<file path="config.mk">
export PLATFORM = sky130hd
export DESIGN_NAME = matmul_sequencer
export DESIGN_NICKNAME = d
export VERILOG_FILES = /design/src/rtl/matmul_sequencer.sv
export SDC_FILE = /design/constraint.sdc
export NUM_CORES = 1
export LEC_CHECK = 0
export BUFFER_PORTS_ARGS = -buffer_cell sky130_fd_sc_hd__buf_4
export CORE_AREA = 10 10 100 102
export DETAILED_ROUTE_END_ITERATION = 10
export DIE_AREA = 0 0 110 112
export PLACE_DENSITY = 0.75
export SETUP_SLACK_MARGIN = 0.2
export SYNTH_ARGS = -nofsm -noshare
export SYNTH_HDL_FRONTEND = slang
export SYNTH_SLANG_ARGS = --single-unit
</file>
<file path="constraint.sdc">
create_clock -name clk -period 1.4 [get_ports clk]
set_input_delay 0.14 -clock clk [delete_from_list [all_inputs] [get_ports clk]]
set_output_delay 0.14 -clock clk [all_outputs]
set_load 0.01 [all_outputs]
</file>
<file path="src/rtl/matmul_sequencer.sv">
// Drives one run of the systolic matrix multiplier: fetch A/B pairs, feed the array, drain N*N results.
// Optional stall counter on perf_stall is enabled by defining MMSEQ_PERF_EN.
module matmul_sequencer #(
  parameter int LOG_SIZE = 1,
  parameter int DATA_W   = 32,
  localparam int ADDR_W  = 2 * LOG_SIZE
) (
  input  logic              clk,
  input  logic              rst,
  input  logic              start,
  output logic              busy,
  output logic              done,
  output logic              a_rd_en,
  output logic [ADDR_W-1:0] a_rd_addr,
  input  logic [DATA_W-1:0] a_rd_data,
  output logic              b_rd_en,
  output logic [ADDR_W-1:0] b_rd_addr,
  input  logic [DATA_W-1:0] b_rd_data,
  output logic [DATA_W-1:0] mm_a,
  output logic [DATA_W-1:0] mm_b,
  output logic              mm_in_stb,
  input  logic              mm_in_ack,
  input  logic              mm_out_stb,
  output logic              mm_out_ack,
  output logic [ADDR_W:0]   res_count,
  output logic [31:0]       perf_stall
);

  typedef enum logic [2:0] {
    IDLE    = 3'd0,
    FETCH   = 3'd1,
    WAIT_RD = 3'd2,
    FEED    = 3'd3,
    DRAIN   = 3'd4,
    FIN     = 3'd5
  } state_t;

  localparam logic [ADDR_W-1:0] IDX_LAST = {ADDR_W{1'b1}};
  localparam logic [ADDR_W-1:0] IDX_ONE  = {{(ADDR_W-1){1'b0}}, 1'b1};
  localparam logic [ADDR_W:0]   RES_FULL = {1'b1, {ADDR_W{1'b0}}};
  localparam logic [ADDR_W:0]   RES_ONE  = {{ADDR_W{1'b0}}, 1'b1};

  state_t              state_d, state_q;
  logic                busy_d, busy_q;
  logic                done_d, done_q;
  logic                rd_en_d, rd_en_q;
  logic [ADDR_W-1:0]   addr_d, addr_q;
  logic [DATA_W-1:0]   mm_a_d, mm_a_q;
  logic [DATA_W-1:0]   mm_b_d, mm_b_q;
  logic                in_stb_d, in_stb_q;
  logic                out_ack_d, out_ack_q;
  logic [ADDR_W-1:0]   idx_d, idx_q;
  logic [ADDR_W:0]     res_d, res_q;
  logic [ADDR_W:0]     res_inc_s;

  // Next-state and registered-output computation for the run sequence.
  always_comb begin
    state_d   = state_q;
    busy_d    = busy_q;
    done_d    = 1'b0;
    rd_en_d   = 1'b0;
    addr_d    = addr_q;
    mm_a_d    = mm_a_q;
    mm_b_d    = mm_b_q;
    in_stb_d  = in_stb_q;
    out_ack_d = out_ack_q;
    idx_d     = idx_q;
    res_d     = res_q;
    res_inc_s = res_q + RES_ONE;
    case (state_q)
      IDLE: begin
        if (start) begin
          state_d = FETCH;
          busy_d  = 1'b1;
          idx_d   = {ADDR_W{1'b0}};
          res_d   = {(ADDR_W+1){1'b0}};
          rd_en_d = 1'b1;
          addr_d  = {ADDR_W{1'b0}};
        end else begin
          state_d = IDLE;
        end
      end
      FETCH: begin
        state_d = WAIT_RD;
      end
      WAIT_RD: begin
        mm_a_d   = a_rd_data;
        mm_b_d   = b_rd_data;
        in_stb_d = 1'b1;
        state_d  = FEED;
      end
      FEED: begin
        if (in_stb_q && mm_in_ack) begin
          in_stb_d = 1'b0;
          if (idx_q == IDX_LAST) begin
            out_ack_d = 1'b1;
            state_d   = DRAIN;
          end else begin
            idx_d   = idx_q + IDX_ONE;
            addr_d  = idx_q + IDX_ONE;
            rd_en_d = 1'b1;
            state_d = FETCH;
          end
        end else begin
          state_d = FEED;
        end
      end
      DRAIN: begin
        if (out_ack_q && mm_out_stb) begin
          res_d = res_inc_s;
          if (res_inc_s == RES_FULL) begin
            out_ack_d = 1'b0;
            done_d    = 1'b1;
            state_d   = FIN;
          end else begin
            state_d = DRAIN;
          end
        end else begin
          state_d = DRAIN;
        end
      end
      FIN: begin
        busy_d  = 1'b0;
        state_d = IDLE;
      end
      default: begin
        state_d   = IDLE;
        busy_d    = 1'b0;
        in_stb_d  = 1'b0;
        out_ack_d = 1'b0;
      end
    endcase
  end

  // Sequence state and output registers.
  always_ff @(posedge clk) begin
    if (rst) begin
      state_q   <= IDLE;
      busy_q    <= 1'b0;
      done_q    <= 1'b0;
      rd_en_q   <= 1'b0;
      addr_q    <= {ADDR_W{1'b0}};
      mm_a_q    <= {DATA_W{1'b0}};
      mm_b_q    <= {DATA_W{1'b0}};
      in_stb_q  <= 1'b0;
      out_ack_q <= 1'b0;
      idx_q     <= {ADDR_W{1'b0}};
      res_q     <= {(ADDR_W+1){1'b0}};
    end else begin
      state_q   <= state_d;
      busy_q    <= busy_d;
      done_q    <= done_d;
      rd_en_q   <= rd_en_d;
      addr_q    <= addr_d;
      mm_a_q    <= mm_a_d;
      mm_b_q    <= mm_b_d;
      in_stb_q  <= in_stb_d;
      out_ack_q <= out_ack_d;
      idx_q     <= idx_d;
      res_q     <= res_d;
    end
  end

  assign busy       = busy_q;
  assign done       = done_q;
  assign a_rd_en    = rd_en_q;
  assign b_rd_en    = rd_en_q;
  assign a_rd_addr  = addr_q;
  assign b_rd_addr  = addr_q;
  assign mm_a       = mm_a_q;
  assign mm_b       = mm_b_q;
  assign mm_in_stb  = in_stb_q;
  assign mm_out_ack = out_ack_q;
  assign res_count  = res_q;

`ifdef MMSEQ_PERF_EN
  logic [31:0] perf_d, perf_q;

  // Stall accounting: array back-pressure on feed, or waiting on results while draining.
  always_comb begin
    perf_d = perf_q;
    if (state_q == IDLE && start) begin
      perf_d = 32'd0;
    end else if (((in_stb_q && !mm_in_ack) || (state_q == DRAIN && !mm_out_stb)) &&
                 (perf_q != 32'hFFFF_FFFF)) begin
      perf_d = perf_q + 32'd1;
    end else begin
      perf_d = perf_q;
    end
  end

  // Stall counter register.
  always_ff @(posedge clk) begin
    if (rst) begin
      perf_q <= 32'd0;
    end else begin
      perf_q <= perf_d;
    end
  end

  assign perf_stall = perf_q;
`else
  assign perf_stall = 32'd0;
`endif

endmodule

</file>
* Word level (Yosys, flattened, before mapping)
Cells that the tools add are included.
Cells by class: $add $sub $neg 2, multiply operators 0, divide/modulo/power cells 0, magnitude comparators 0, equal/unequal tests 13, shift operators 0, multiplexer cells 27, bitwise gates (word level) 5, reduce and logical (&&, ||, !) cells 14
Operators by type and width (number):
- $mux 3 | 5
- $pmux 3 s5 | 1
- $mux 1 | 12
- $ne 2x2->1 const B | 6
- $reduce_or 4->1 | 3
- $eq 3x3->1 const B | 3
- $eq 3x2->1 const B | 2
- $mux 2 | 3
- $pmux 1 s3 | 2
- $pmux 3 s2 | 1
- $not 1->1 | 5
- $reduce_and 5->1 | 1
- $pmux 1 s2 | 2
- $pmux 2 s2 | 1
- $reduce_and 2->1 | 2
- $reduce_and 4->1 | 1
- $reduce_bool 2->1 | 2
- $add 3x1->3 const B | 1
- $eq 3x1->1 const B | 1
- $logic_not 3->1 | 1
- $reduce_and 3->1 | 1
- $reduce_or 3->1 | 1
- $add 2x1->2 const B | 1
- $eq 2x2->1 const B | 1
- $logic_and 1x1->1 | 2
Word-level totals: flip-flop bits (word level) 77, latch bits 0, bits in writable memories 0, bits in read-only memories 0, input port bits 69, output and inout port bits 109, logic and storage cells 71, memories 0

* Logic depth before layout (Yosys ltp)
Gate-level depths: netlist of the first run.
depth in word-level cells 5, mapped depth 6, gate-level depth less buffers 4

* Worst setup path before layout of the first run
Ideal clock, no wire load.
path kind register to register, from register idx_q[0], to register idx_q[0], library setup time 0.071 ns, data arrival time 1.406 ns, required time 1.329 ns, slack -0.077 ns, cell stages (with the launch flop) 5, path buffers 0, clock period less this slack 1.477 ns, cell sequence dfxtp_1 > ha_1 > or3b_1 > or3_1 > a21oi_1
On the way: longest elaborated chain between the ends 4, elaborated cells between the ends (all ways) 7, classes of those cells add/sub: 1; eq/ne: 2; mux: 3; reduce/logical: 1
Ends and longest elaborated chain:
- from (decl) | RTL line 52 | logic [ADDR_W-1:0] idx_d, idx_q;
- from (signal assigned) | RTL line 147 | idx_q <= {ADDR_W{1'b0}};
- from (signal assigned) | RTL line 159 | idx_q <= idx_d;
- $add 2x1->2 | RTL line 99 | idx_d = idx_q + IDX_ONE;
- $mux 2 | RTL line 95 | if (idx_q == IDX_LAST) begin
- $mux 2 | RTL line 93 | if (in_stb_q && mm_in_ack) begin
- $pmux 2 s2 | RTL line 70 | case (state_q)
Several ways; a longest one is shown, not always the timed one. The select of a mux whose other input is x is not followed. A chain may end at the register's enable or synchronous reset.

* Worst setup path after layout of the first run
from register state_q[0], to register mm_b_q[6] (netlist: mm_b[6])
On the way: longest elaborated chain between the ends 1
Ends and longest elaborated chain:
- from (decl) | RTL line 43 | state_t state_d, state_q;
- from (signal assigned) | RTL line 150 | state_q <= state_d;
- $eq 3x2->1 | RTL line 70
- to (signal assigned) | RTL line 144 | mm_b_q <= {DATA_W{1'b0}};
- to (signal assigned) | RTL line 156 | mm_b_q <= mm_b_d;
- to (decl) | RTL line 49 | logic [DATA_W-1:0] mm_b_d, mm_b_q;
No other way between the ends.

==> out/results.txt, run 1 <==
fillers -> 696
asr flop ratio synth -> 0
Wirelength per Cell -> 15.6 µm
Worst setup SP type -> flip-flop
internal power -> 3.67 mW
Post-synth top flop -> dfxtp_1
WHS Endpoint -> mm_b[13]
kind of critical path -> reg -> reg
Leakage Power -> 2.13 nW
leading cell type in the layout, fill and taps excluded -> buf_4
# diodes -> 0
critical path fanouts, max -> 6
FF+latch count, synth -> 77
Final period util -> 1.01
post-synthesis simple-gate area fraction -> 0.209
area share of the largest cell type after synthesis -> 0.489
gr ovfl total -> 0
WHS Path Cells -> 3
Psw -> 1.41 mW
R2R Path End -> mm_b[6]
area occupied by multi-input gates -> 0.00146 mm²
core area -> 0.00805 mm²
Required @ worst endpoint -> 1620 ps
Compound-Gate Fraction of Synth Area -> 0.145
drc violations -> 0
total of max-cap violations -> 0
CTS root buffer -> clkbuf_8
PortBufs -> 145
largest net degree at the start of global routing -> 41
Reg2Reg Depth -> 6
combinational share of power -> 0.208
share of layout cells above drive strength 1 -> 0.428
Post-synth EDFFs -> 0
Synth area leader -> dfxtp_1
Post-DRT Antenna Nets -> 0
syn avg cell area -> 8.14 µm²
register area -> 0.00156 mm²
clock share of power -> 0.322
CTS Sinks -> 77
vias in the first global route -> 2861
post-synthesis adder-cell area fraction -> 0.0119
worst r2r src -> state_q[0]
min Tclk post-route -> 1420 ps
CP endpoint kind -> flip-flop
final number of hold-violating endpoints -> 0
crit path DAT -> 1640 ps
routability cong. -> 0.879
Reg power frac -> 0.470
synth top area cells -> dfxtp_1 49%, nand2_1 16%, a21oi_1 11%
sequential fraction of the synthesis area -> 0.489
Worst VDD drop -> 0.582 mV
most frequent cells in the layout -> 155 x buf_4, 116 x nand2_1, 70 x dfxtp_1
PwrDens -> 1040 mW/mm²
worst min path class -> in -> reg
DR iter-0 viols -> 83
vias per inst -> 4.68
Final Net Count -> 614
Starting Density -> 0.391
die height -> 112 µm
post-synthesis xor/xnor area fraction -> 0.00278
DP HPWL -> 7040 µm
IO Pins -> 178
RSZ-0062 raised after global routing -> true
placed standard-cell area -> 0.00423 mm²
Final Worst Setup Slack -> -17.2 ps
Post-Syn Area -> 0.00315 mm²
drt first pass iters -> 4
Die ar. -> 0.0123 mm²
CTS Buffer Depth -> 2
total number of vias -> 3051
global-route wire length before repair -> 14400 µm
Cell variety after synth -> 34
multiplexer area fraction after synthesis -> 0
Hold Crit Start -> b_rd_data[13]
yosys warns -> 0
pre-CTS WS -> -71.3 ps
Worst Skew -> 12.5 ps
final instance area -> 0.00486 mm²
status -> finished with violations
TritonCTS buffer count -> 9
Fmax -> 706 MHz
Clock Latency Late Sink -> 340 ps
Synth Instances -> 387
initial antenna violation count -> 0
Slew Viols, Final -> 0
R2R setup slack -> -20 ps
Core Rows -> 33
area delta synth->final -> 54.4%
global router's overall resource usage -> 0.146
CTS tree -> yes
chip width -> 110 µm
sw frac -> 0.277
setup violators final -> 8
total wire length -> 10200 µm
failing checks -> negative setup slack
largest family of logic cells by synthesized area -> simple AND/OR/NAND/NOR gates
Clk pin slew, worst setup/hold paths -> 90 ps
CTS HTree Levels -> 3
cells by family after synthesis:
family | count (synthesis)
AOI/OAI and AO/OA | 86
xor gates and xnor gates | 1
adders and majority gates | 3
buffers and inverters | 64
DFF | 77
other | 1
and+or+nand+nor | 155
per-layer routing:
metal | share of wire | wire length, µm | vias to the layer above | global-route usage
met5 | 0 | 0 | - | 0
met4 | 0.010 | 105 | 0 | 0.0434
met3 | 0.090 | 920 | 11 | 0.0438
met2 | 0.52 | 5280 | 124 | 0.262
met1 | 0.38 | 3870 | 1409 | 0.159
li1 | - | - | 1507 | -
state kept, by name (all words and copies together), names as in the netlist:
register	cells
a_rd_en	1
res_count	3
busy	1
idx_q	2
mm_out_ack	1
done	1
mm_b	32
state_q	3
mm_in_stb	1
mm_a	32
worst max path at each step:
stage / start / end / cells past startpoint
2_1_floorplan: idx_q[1] / idx_q[0] / 4
3_3_place_gp: state_q[1] / idx_q[0] / 3
3_5_place_dp: state_q[2] / mm_b[3] / 5
4_1_cts: state_q[0] / mm_b[6] / 6
5_1_grt: state_q[0] / mm_b[6] / 6
6_report: state_q[0] / mm_b[6] / 6
power by group through the flow:
stage | sequential [mW] | combinational, mW | clock, mW
after CTS | 2.38 | 0.967 | 1.69
after global routing | 2.40 | 1.14 | 1.76
final | 2.39 | 1.05 | 1.64
after global placement | 2.43 | 0.831 | 0
after floorplan | 2.48 | 0.446 | 0
after detailed placement | 2.43 | 0.843 | 0
Yosys cell counts (all sizes together) (2+ instances only):
master and count:
a21oi 73, a31oi 2, buf 51, clkbuf 11, dfxtp 77, ha 3, inv 2, nand2 131
nand3 3, nor2 3, nor3b 3, o211ai 5, o21ai 4, or3 2, or3b 3
critical path, cell delays in order (launching register included):
cell and delay [ps]:
dfxtp_2 340, buf_6 120, or3b_4 440, buf_12 160
buf_16 140, nand2_4 50, a21oi_2 40
timing repair:
action                     in CTS  in global routing
setup buffers                   7                  4
gates resized for setup        21                 37
gates cloned                    3                  4
pin swaps                       5                 18
setup endpoints to repair      74                 76
hold buffers                    0                  0
through the flow:
step | setup TNS (ps) | cells | power (mW) | util | hold WS, ps
after global placement | -25.1 | 618 | 3.26 | 0.526 | 392
final | -81.1 | 652 | 5.08 | 0.604 | 40.0
after floorplan | 0 | 418 | 2.92 | - | 276
after global routing | -883 | 652 | 5.30 | 0.604 | 25.2
after CTS | 0 | 644 | 5.03 | 0.575 | 27.8
after detailed placement | -1350 | 618 | 3.28 | 0.526 | 401
area by class of cell:
class,count,area share
Tap cell,105,0.0270
Timing Repair Buffer,175,0.311
Clock inverter,6,0.0131
Sequential cell,77,0.321
Multi-Input combinational cell,277,0.300
Inverter,2,0.00154
Clock buffer,10,0.0262
Note: power is estimated with default switching activity, not from simulation.
==> run 2: changes to the inputs <==
--- a/config.mk
+++ b/config.mk
@@ -6,9 +6,9 @@
 export NUM_CORES = 1
 export LEC_CHECK = 0
 export BUFFER_PORTS_ARGS = -buffer_cell sky130_fd_sc_hd__buf_4
-export CORE_AREA = 10 10 100 102
+export CORE_AREA = 2 2 92 94
 export DETAILED_ROUTE_END_ITERATION = 10
-export DIE_AREA = 0 0 110 112
+export DIE_AREA = 0 0 94 96
 export PLACE_DENSITY = 0.75
 export SETUP_SLACK_MARGIN = 0.2
 export SYNTH_ARGS = -nofsm -noshare
==> run 2 against run 1 <==
The run now ends clean; clock power grew 6%; total power grew 4.8%; die area shrank 27%; global-route usage grew 3.2 points; sequential power is essentially flat; flip-flop and latch count is the same; register-to-register slack gained 30 ps; core utilization grew 5.2 points.
==> out/results.txt, run 2 (same netlist as run 1, synthesis figures left out) <==
CTS Sinks -> 77 (unchanged)
most frequent cells in the layout -> 159 x buf_4, 86 x nand2_1, 70 x dfxtp_1
combinational share of power -> 0.227 (+0.019)
total number of vias -> 3135 (+2.8%)
kind of critical path -> reg -> reg
CTS Buffer Depth -> 2 (unchanged)
TritonCTS buffer count -> 9 (unchanged)
CP cell instances -> ha_4 > or3b_4 > or3_1 > a21oi_1
IO Pins -> 178 (unchanged)
vias in the first global route -> 2808 (-1.9%)
DR iter-0 viols -> 67 (-19%)
CTS HTree Levels -> 3 (unchanged)
clock share of power -> 0.326 (+0.004)
internal power -> 3.85 mW (+4.9%)
post-layout util -> 0.656 (+0.0521)
Reg2Reg Depth -> 4 (-2)
Top delay family on crit path -> simple AND/OR/NAND/NOR gates
largest net degree at the start of global routing -> 42 (+2.4%)
WHS Endpoint -> mm_a[14]
routability cong. -> 0.826 (-6.0%)
DP HPWL -> 5510 µm (-22%)
Final Net Count -> 622 (+1.3%)
RSZ-0062 raised after global routing -> true
Die ar. -> 0.00902 mm² (-27%)
CTS tree -> yes
crit path DAT -> 1640 ps (about the same)
global router's overall resource usage -> 0.178 (+0.0315)
sw frac -> 0.277 (about the same)
Inst Count DP -> 621 (+0.49%)
Post-DRT Antenna Nets -> 0 (unchanged)
PortBufs -> 145 (unchanged)
worst r2r src -> idx_q[1]
share of layout cells above drive strength 1 -> 0.530 (+0.102)
# diodes -> 0 (unchanged)
final cell count without fillers -> 660 (+1.2%)
leading cell type in the layout, fill and taps excluded -> buf_4
status -> completed
Crit path largest cell delay -> 380 ps (-60 ps)
core area -> 0.00805 mm² (unchanged)
Clock Latency Late Sink -> 340 ps (about the same)
Worst VDD drop -> 0.542 mV (-6.9%)
CTS Hold Bufs -> 0 (unchanged)
Required @ worst endpoint -> 1660 ps (+40 ps)
pre-CTS WS -> -61.4 ps (+9.96 ps)
fillers -> 669 (-3.9%)
drc violations -> 0 (unchanged)
Worst setup SP type -> flip-flop
R2R Path End -> idx_q[0]
drt first pass iters -> 4 (unchanged)
Leakage Power -> 2.40 nW (+13%)
CTS root buffer -> clkbuf_8
total of max-cap violations -> 0 (unchanged)
critical path fanouts, max -> 3 (-3)
Fmax -> 723 MHz (+2.4%)
WHS Path Cells -> 3 (unchanged)
gr ovfl total -> 0 (unchanged)
final number of hold-violating endpoints -> 0 (unchanged)
worst min path class -> in -> reg
Crit path buffers/inverters -> 0 (-3)
setup violators final -> 0 (-8)
global-route wire length before repair -> 12700 µm (-12%)
Worst Skew -> 9.75 ps (-2.78 ps)
PwrDens -> 1010 mW/mm² (-3.5%)
vias per inst -> 4.75 (+1.5%)
CP endpoint kind -> flip-flop
Psw -> 1.47 mW (+4.8%)
Core Rows -> 33 (unchanged)
slowest CP cell -> or3b_4
area delta synth->final -> 67.7%
chip width -> 94 µm (-15%)
Hold Crit Start -> a_rd_data[14]
Clk pin slew, worst setup/hold paths -> 80 ps (about the same)
total chip power -> 5.32 mW (+4.8%)
Starting Density -> 0.391 (unchanged)
total wire length -> 9260 µm (-9.0%)
Final Worst Setup Slack -> 16.6 ps (+33.8 ps)
Final period util -> 0.988 (-0.0242)
R2R setup slack -> 20 ps (+30 ps)
Reg power frac -> 0.447 (-0.023)
initial antenna violation count -> 0 (unchanged)
Slew Viols, Final -> 0 (unchanged)
die height -> 96 µm (-14%)
min Tclk post-route -> 1380 ps (-33.8 ps)
Wirelength per Cell -> 14.0 µm (-10%)
run 2: cell count changes in the layout (fill, tap and decap cells not counted), sizes merged:
| cell | delta |
|---|---|
| clkbuf | +2 |
| clkinvlp | -2 |
| inv | +1 |
| buf | +7 |
run 2: worst register-to-register path: cells and delay by family (launching register included):
family | cells | cell delay (ps)
AND/OR/NAND/NOR | 2 | 690
AO/OA/AOI/OAI | 1 | 120
adder cells (fa/ha/maj) | 1 | 150
flip-flops | 1 | 350
run 2: layer usage:
layer	wire, µm	share of wire	track usage
met4	172	0.019	0.0664
met2	4860	0.52	0.319
met1	3660	0.39	0.208
met3	574	0.062	0.0392
met5	0	0	0
run 2: repair_timing:
item                                    CTS  global route
setup buffers                            13             1
endpoints found under the hold margin     0             0
endpoints found under the setup margin   75            75
cloned                                    4             5
gates resized for setup                  30           105
pin swaps                                 9            86
run 2: how the worst max path moves through the flow:
stage               start       end  slack (ps)  cells after the start
2_1_floorplan    idx_q[1]  idx_q[0]          40                      4
3_3_place_gp   state_q[1]  idx_q[1]           4                      3
3_5_place_dp   state_q[2]  mm_b[23]         -60                      5
4_1_cts          idx_q[1]  idx_q[0]          20                      4
5_1_grt          idx_q[1]  idx_q[0]         -20                      4
6_report         idx_q[1]  idx_q[0]          20                      4
run 2: final cells by class:
class | count | area, µm² | share of cell area
multi-input combinational | 277 | 1720 | 0.326
timing repair buffer | 183 | 1650 | 0.312
sequential | 77 | 1560 | 0.296
clock buffer | 11 | 151 | 0.0287
tap | 105 | 131 | 0.0249
clock inverter | 5 | 57.6 | 0.0109
inverter | 2 | 7.51 | 0.00142
run 2: metrics by stage:
step / hold WS [ps] / TNS (ps) / area [µm²]
floorplan: 276 / 0 / 3310
global placement: 392 / 0 / 4250
detailed placement: 401 / -1080 / 4250
CTS: 25.0 / 0 / 4790
global route: 23.2 / -61.2 / 5280
finish: 38.7 / 0 / 5280
run 2: power by group through the flow:
stage	Sequential (mW)	Combinational (mW)	Clock [mW]
2_1_floorplan	2.48	0.446	0
3_3_place_gp	2.43	0.821	0
3_5_place_dp	2.43	0.833	0
4_1_cts	2.38	0.987	1.78
5_1_grt	2.40	1.29	1.89
6_report	2.38	1.21	1.74
==> run 3: changes to the inputs <==
--- a/config.mk
+++ b/config.mk
@@ -5,11 +5,12 @@
 export SDC_FILE = /design/constraint.sdc
 export NUM_CORES = 1
 export LEC_CHECK = 0
+export ABC_AREA = 1
 export BUFFER_PORTS_ARGS = -buffer_cell sky130_fd_sc_hd__buf_4
-export CORE_AREA = 2 2 92 94
+export CORE_AREA = 2 2 85 87
 export DETAILED_ROUTE_END_ITERATION = 10
-export DIE_AREA = 0 0 94 96
-export PLACE_DENSITY = 0.75
+export DIE_AREA = 0 0 87 89
+export PLACE_DENSITY = 0.83
 export SETUP_SLACK_MARGIN = 0.2
 export SYNTH_ARGS = -nofsm -noshare
 export SYNTH_HDL_FRONTEND = slang
==> constraint.sdc (replaced) <==
create_clock -name clk -period 1.73 [get_ports clk]
set_input_delay 0.173 -clock clk [delete_from_list [all_inputs] [get_ports clk]]
set_output_delay 0.173 -clock clk [all_outputs]
set_load 0.01 [all_outputs]
==> run 3 against run 2 <==
Clock-buffer cell count unchanged; flip-flop and latch count unchanged; maximum frequency down 0.70%; synthesized area down 0.71%; clock skew down 2.2 ps; combinational power down 26%; register-to-register slack better by 320 ps; non-clock buffer count down 32; total power down 17%; critical endpoint is now res_count[1]; largest power group unchanged; highest routed layer unchanged.
==> out/results.txt, run 3 <==
status -> completed
fillers -> 589 (-12%)
WHS Path Cells -> 3 (unchanged)
syn avg cell area -> 7.78 µm² (-4.4%)
R2R setup slack -> 340 ps (+320 ps)
Worst setup SP type -> flip-flop
CP endpoint kind -> flip-flop
CTS Sinks -> 77 (unchanged)
Leakage Power -> 2.19 nW (-8.9%)
total wire length -> 7510 µm (-19%)
setup violators final -> 0 (unchanged)
critical path fanouts, max -> 5 (+2)
Final Net Count -> 610 (-1.9%)
total of max-cap violations -> 0 (unchanged)
sequential fraction of the synthesis area -> 0.493 (+0.00352)
Synth Instances -> 402 (+3.9%)
share of layout cells above drive strength 1 -> 0.312 (-0.218)
Clk pin slew, worst setup/hold paths -> 80 ps (about the same)
min Tclk post-route -> 1390 ps (+9.69 ps)
CTS Hold Bufs -> 0 (unchanged)
total chip power -> 4.42 mW (-17%)
Post-synth top flop -> dfxtp_1
drc violations -> 0 (unchanged)
Cell variety after synth -> 23 (-32%)
PwrDens -> 1030 mW/mm² (+2.7%)
CTS root buffer -> clkbuf_8
Die ar. -> 0.00774 mm² (-14%)
Worst VDD drop -> 0.713 mV (+32%)
DP HPWL -> 5460 µm (-0.97%)
final number of hold-violating endpoints -> 0 (unchanged)
Commonest cells post-synth -> 143 x nor2_1, 77 x dfxtp_1, 70 x o21ai_0
area delta synth->final -> 36.5%
Core Rows -> 30 (-9.1%)
most frequent cells in the layout -> 151 x buf_4, 143 x nor2_1, 77 x dfxtp_1
Wirelength per Cell -> 12.1 µm (-14%)
CTS HTree Levels -> 3 (unchanged)
DR iter-0 viols -> 151 (+130%)
WHS Endpoint -> mm_a[20]
IO Pins -> 178 (unchanged)
Post-Syn Area -> 0.00313 mm² (-0.71%)
RSZ-0062 raised after global routing -> false
area share of the largest cell type after synthesis -> 0.493 (+0.00352)
Hold Crit Start -> a_rd_data[20]
sw frac -> 0.269 (-0.00802)
combinational share of power -> 0.204 (-0.023)
yosys warns -> 0 (unchanged)
worst min path class -> in -> reg
Required @ worst endpoint -> 1950 ps (+290 ps)
synth top area cells -> dfxtp_1 49%, nor2_1 17%, o21ai_0 11%
asr flop ratio synth -> 0 (unchanged)
gr ovfl total -> 0 (unchanged)
total number of vias -> 2936 (-6.3%)
routability cong. -> 0.832 (+0.71%)
R2R Path End -> res_count[1]
setup TNS -> 0 ps (unchanged)
clock share of power -> 0.328 (+0.002)
chip width -> 87 µm (-7.4%)
Reg power frac -> 0.468 (+0.021)
worst r2r src -> state_q[0]
Setup Fix Bufs, Post-CTS -> 0 (-13)
CTS tree -> yes
FF+latch count, synth -> 77 (unchanged)
Post-DRT Antenna Nets -> 0 (unchanged)
count leader, synth -> nor2_1
drt first pass iters -> 4 (unchanged)
Slew Viols, Final -> 0 (unchanged)
Post-synth EDFFs -> 0 (unchanged)
Psw -> 1.19 mW (-19%)
core area -> 0.00672 mm² (-17%)
# diodes -> 0 (unchanged)
CP Launch Point -> state_q[0]
Synth area leader -> dfxtp_1
PortBufs -> 145 (unchanged)
Worst Skew -> 7.54 ps (-2.21 ps)
post-CTS sizing -> 0 (-100%)
crit path DAT -> 1610 ps (-30 ps)
Starting Density -> 0.466 (+0.0743)
kind of critical path -> reg -> reg
largest net degree at the start of global routing -> 47 (+12%)
CTS Buffer Depth -> 2 (unchanged)
initial antenna violation count -> 0 (unchanged)
Final period util -> 0.805 (-0.183)
die height -> 89 µm (-7.3%)
Fmax -> 718 MHz (-0.70%)
leading cell type in the layout, fill and taps excluded -> buf_4
internal power -> 3.23 mW (-16%)
global-route wire length before repair -> 12000 µm (-5.5%)
global router's overall resource usage -> 0.195 (+0.0173)
vias per inst -> 4.72 (-0.63%)
vias in the first global route -> 2785 (-0.82%)
Reg2Reg Depth -> 6 (+2)
TritonCTS buffer count -> 9 (unchanged)
Clock Latency Late Sink -> 330 ps (about the same)
[run 3: changes by cell type after synthesis, moves of 4 or more]
cell      previous run  this run
a21oi_1             72         7
buf_2                7         3
buf_6                8         4
clkbuf_1            11         5
clkbuf_4             0         6
inv_1                2        12
nand2_1            131        19
nand3_1              3         7
nor2_1               3       143
o211ai_1             5         0
o21ai_0              4        70
[run 3: how the worst max path moves through the flow]
stage | end | slack, ps
2_1_floorplan | res_count[1] | 590
3_3_place_gp | state_q[0] | 470
3_5_place_dp | res_count[0] | 380
4_1_cts | res_count[0] | 360
5_1_grt | res_count[1] | 220
6_report | res_count[1] | 340
[run 3: power groups by stage]
stage | sequential [mW] | clock, mW | combinational (mW)
after detailed placement | 2.10 | 0 | 0.911
after global routing | 2.09 | 1.57 | 1.01
after global placement | 2.10 | 0 | 0.887
after floorplan | 2.17 | 0 | 0.441
after CTS | 2.07 | 1.48 | 0.911
final | 2.07 | 1.45 | 0.901
[run 3: cell families (layout without fill, tap and decap cells)]
kind of cell / count (synthesis) / after routing / share of synthesized area
adders and majority gates: 3 / 3 / 0.0120
buffers and inverters: 70 / 179 / 0.152
and+or+nand+nor: 172 / 172 / 0.213
other: 1 / 32 / 0.00120
DFF: 77 / 77 / 0.493
AOI/OAI and AO/OA: 79 / 79 / 0.129
[run 3: routing by layer]
layer | GRT usage | vias up | part of all wire
li1 | - | 1481 | -
met2 | 0.353 | 126 | 0.51
met3 | 0.0489 | 14 | 0.074
met5 | 0 | - | 0
met4 | 0.0881 | 0 | 0.021
met1 | 0.216 | 1315 | 0.39
[run 3: cell type report]
type | instances | area [µm²] | share of cell area
repair buffers | 151 | 1130 | 0.265
clock buffers | 11 | 141 | 0.0331
multi-input cells | 286 | 1230 | 0.289
inverters | 13 | 48.8 | 0.0114
clock inverters | 4 | 72.6 | 0.0170
well taps | 80 | 100 | 0.0234
flip-flops and latches | 77 | 1540 | 0.361
[run 3: stage by stage]
stage	std cells	hold WS [ps]	utilization	cell area (µm²)	setup slack (ps)
floorplan	433	308	-	3240	586
global placement	607	393	0.604	4060	471
detailed placement	607	402	0.604	4060	385
CTS	622	50.7	0.636	4270	364
global route	622	49.5	0.636	4270	223
finish	622	58.4	0.636	4270	337
[run 3: critical path, stage by stage, from the launching register on]
cell and delay [ps]:
dfxtp_1 370, nor2_1 240, nand2_1 180, o21ai_2 210, inv_1 110, a21oi_2 130
nor2_1 60
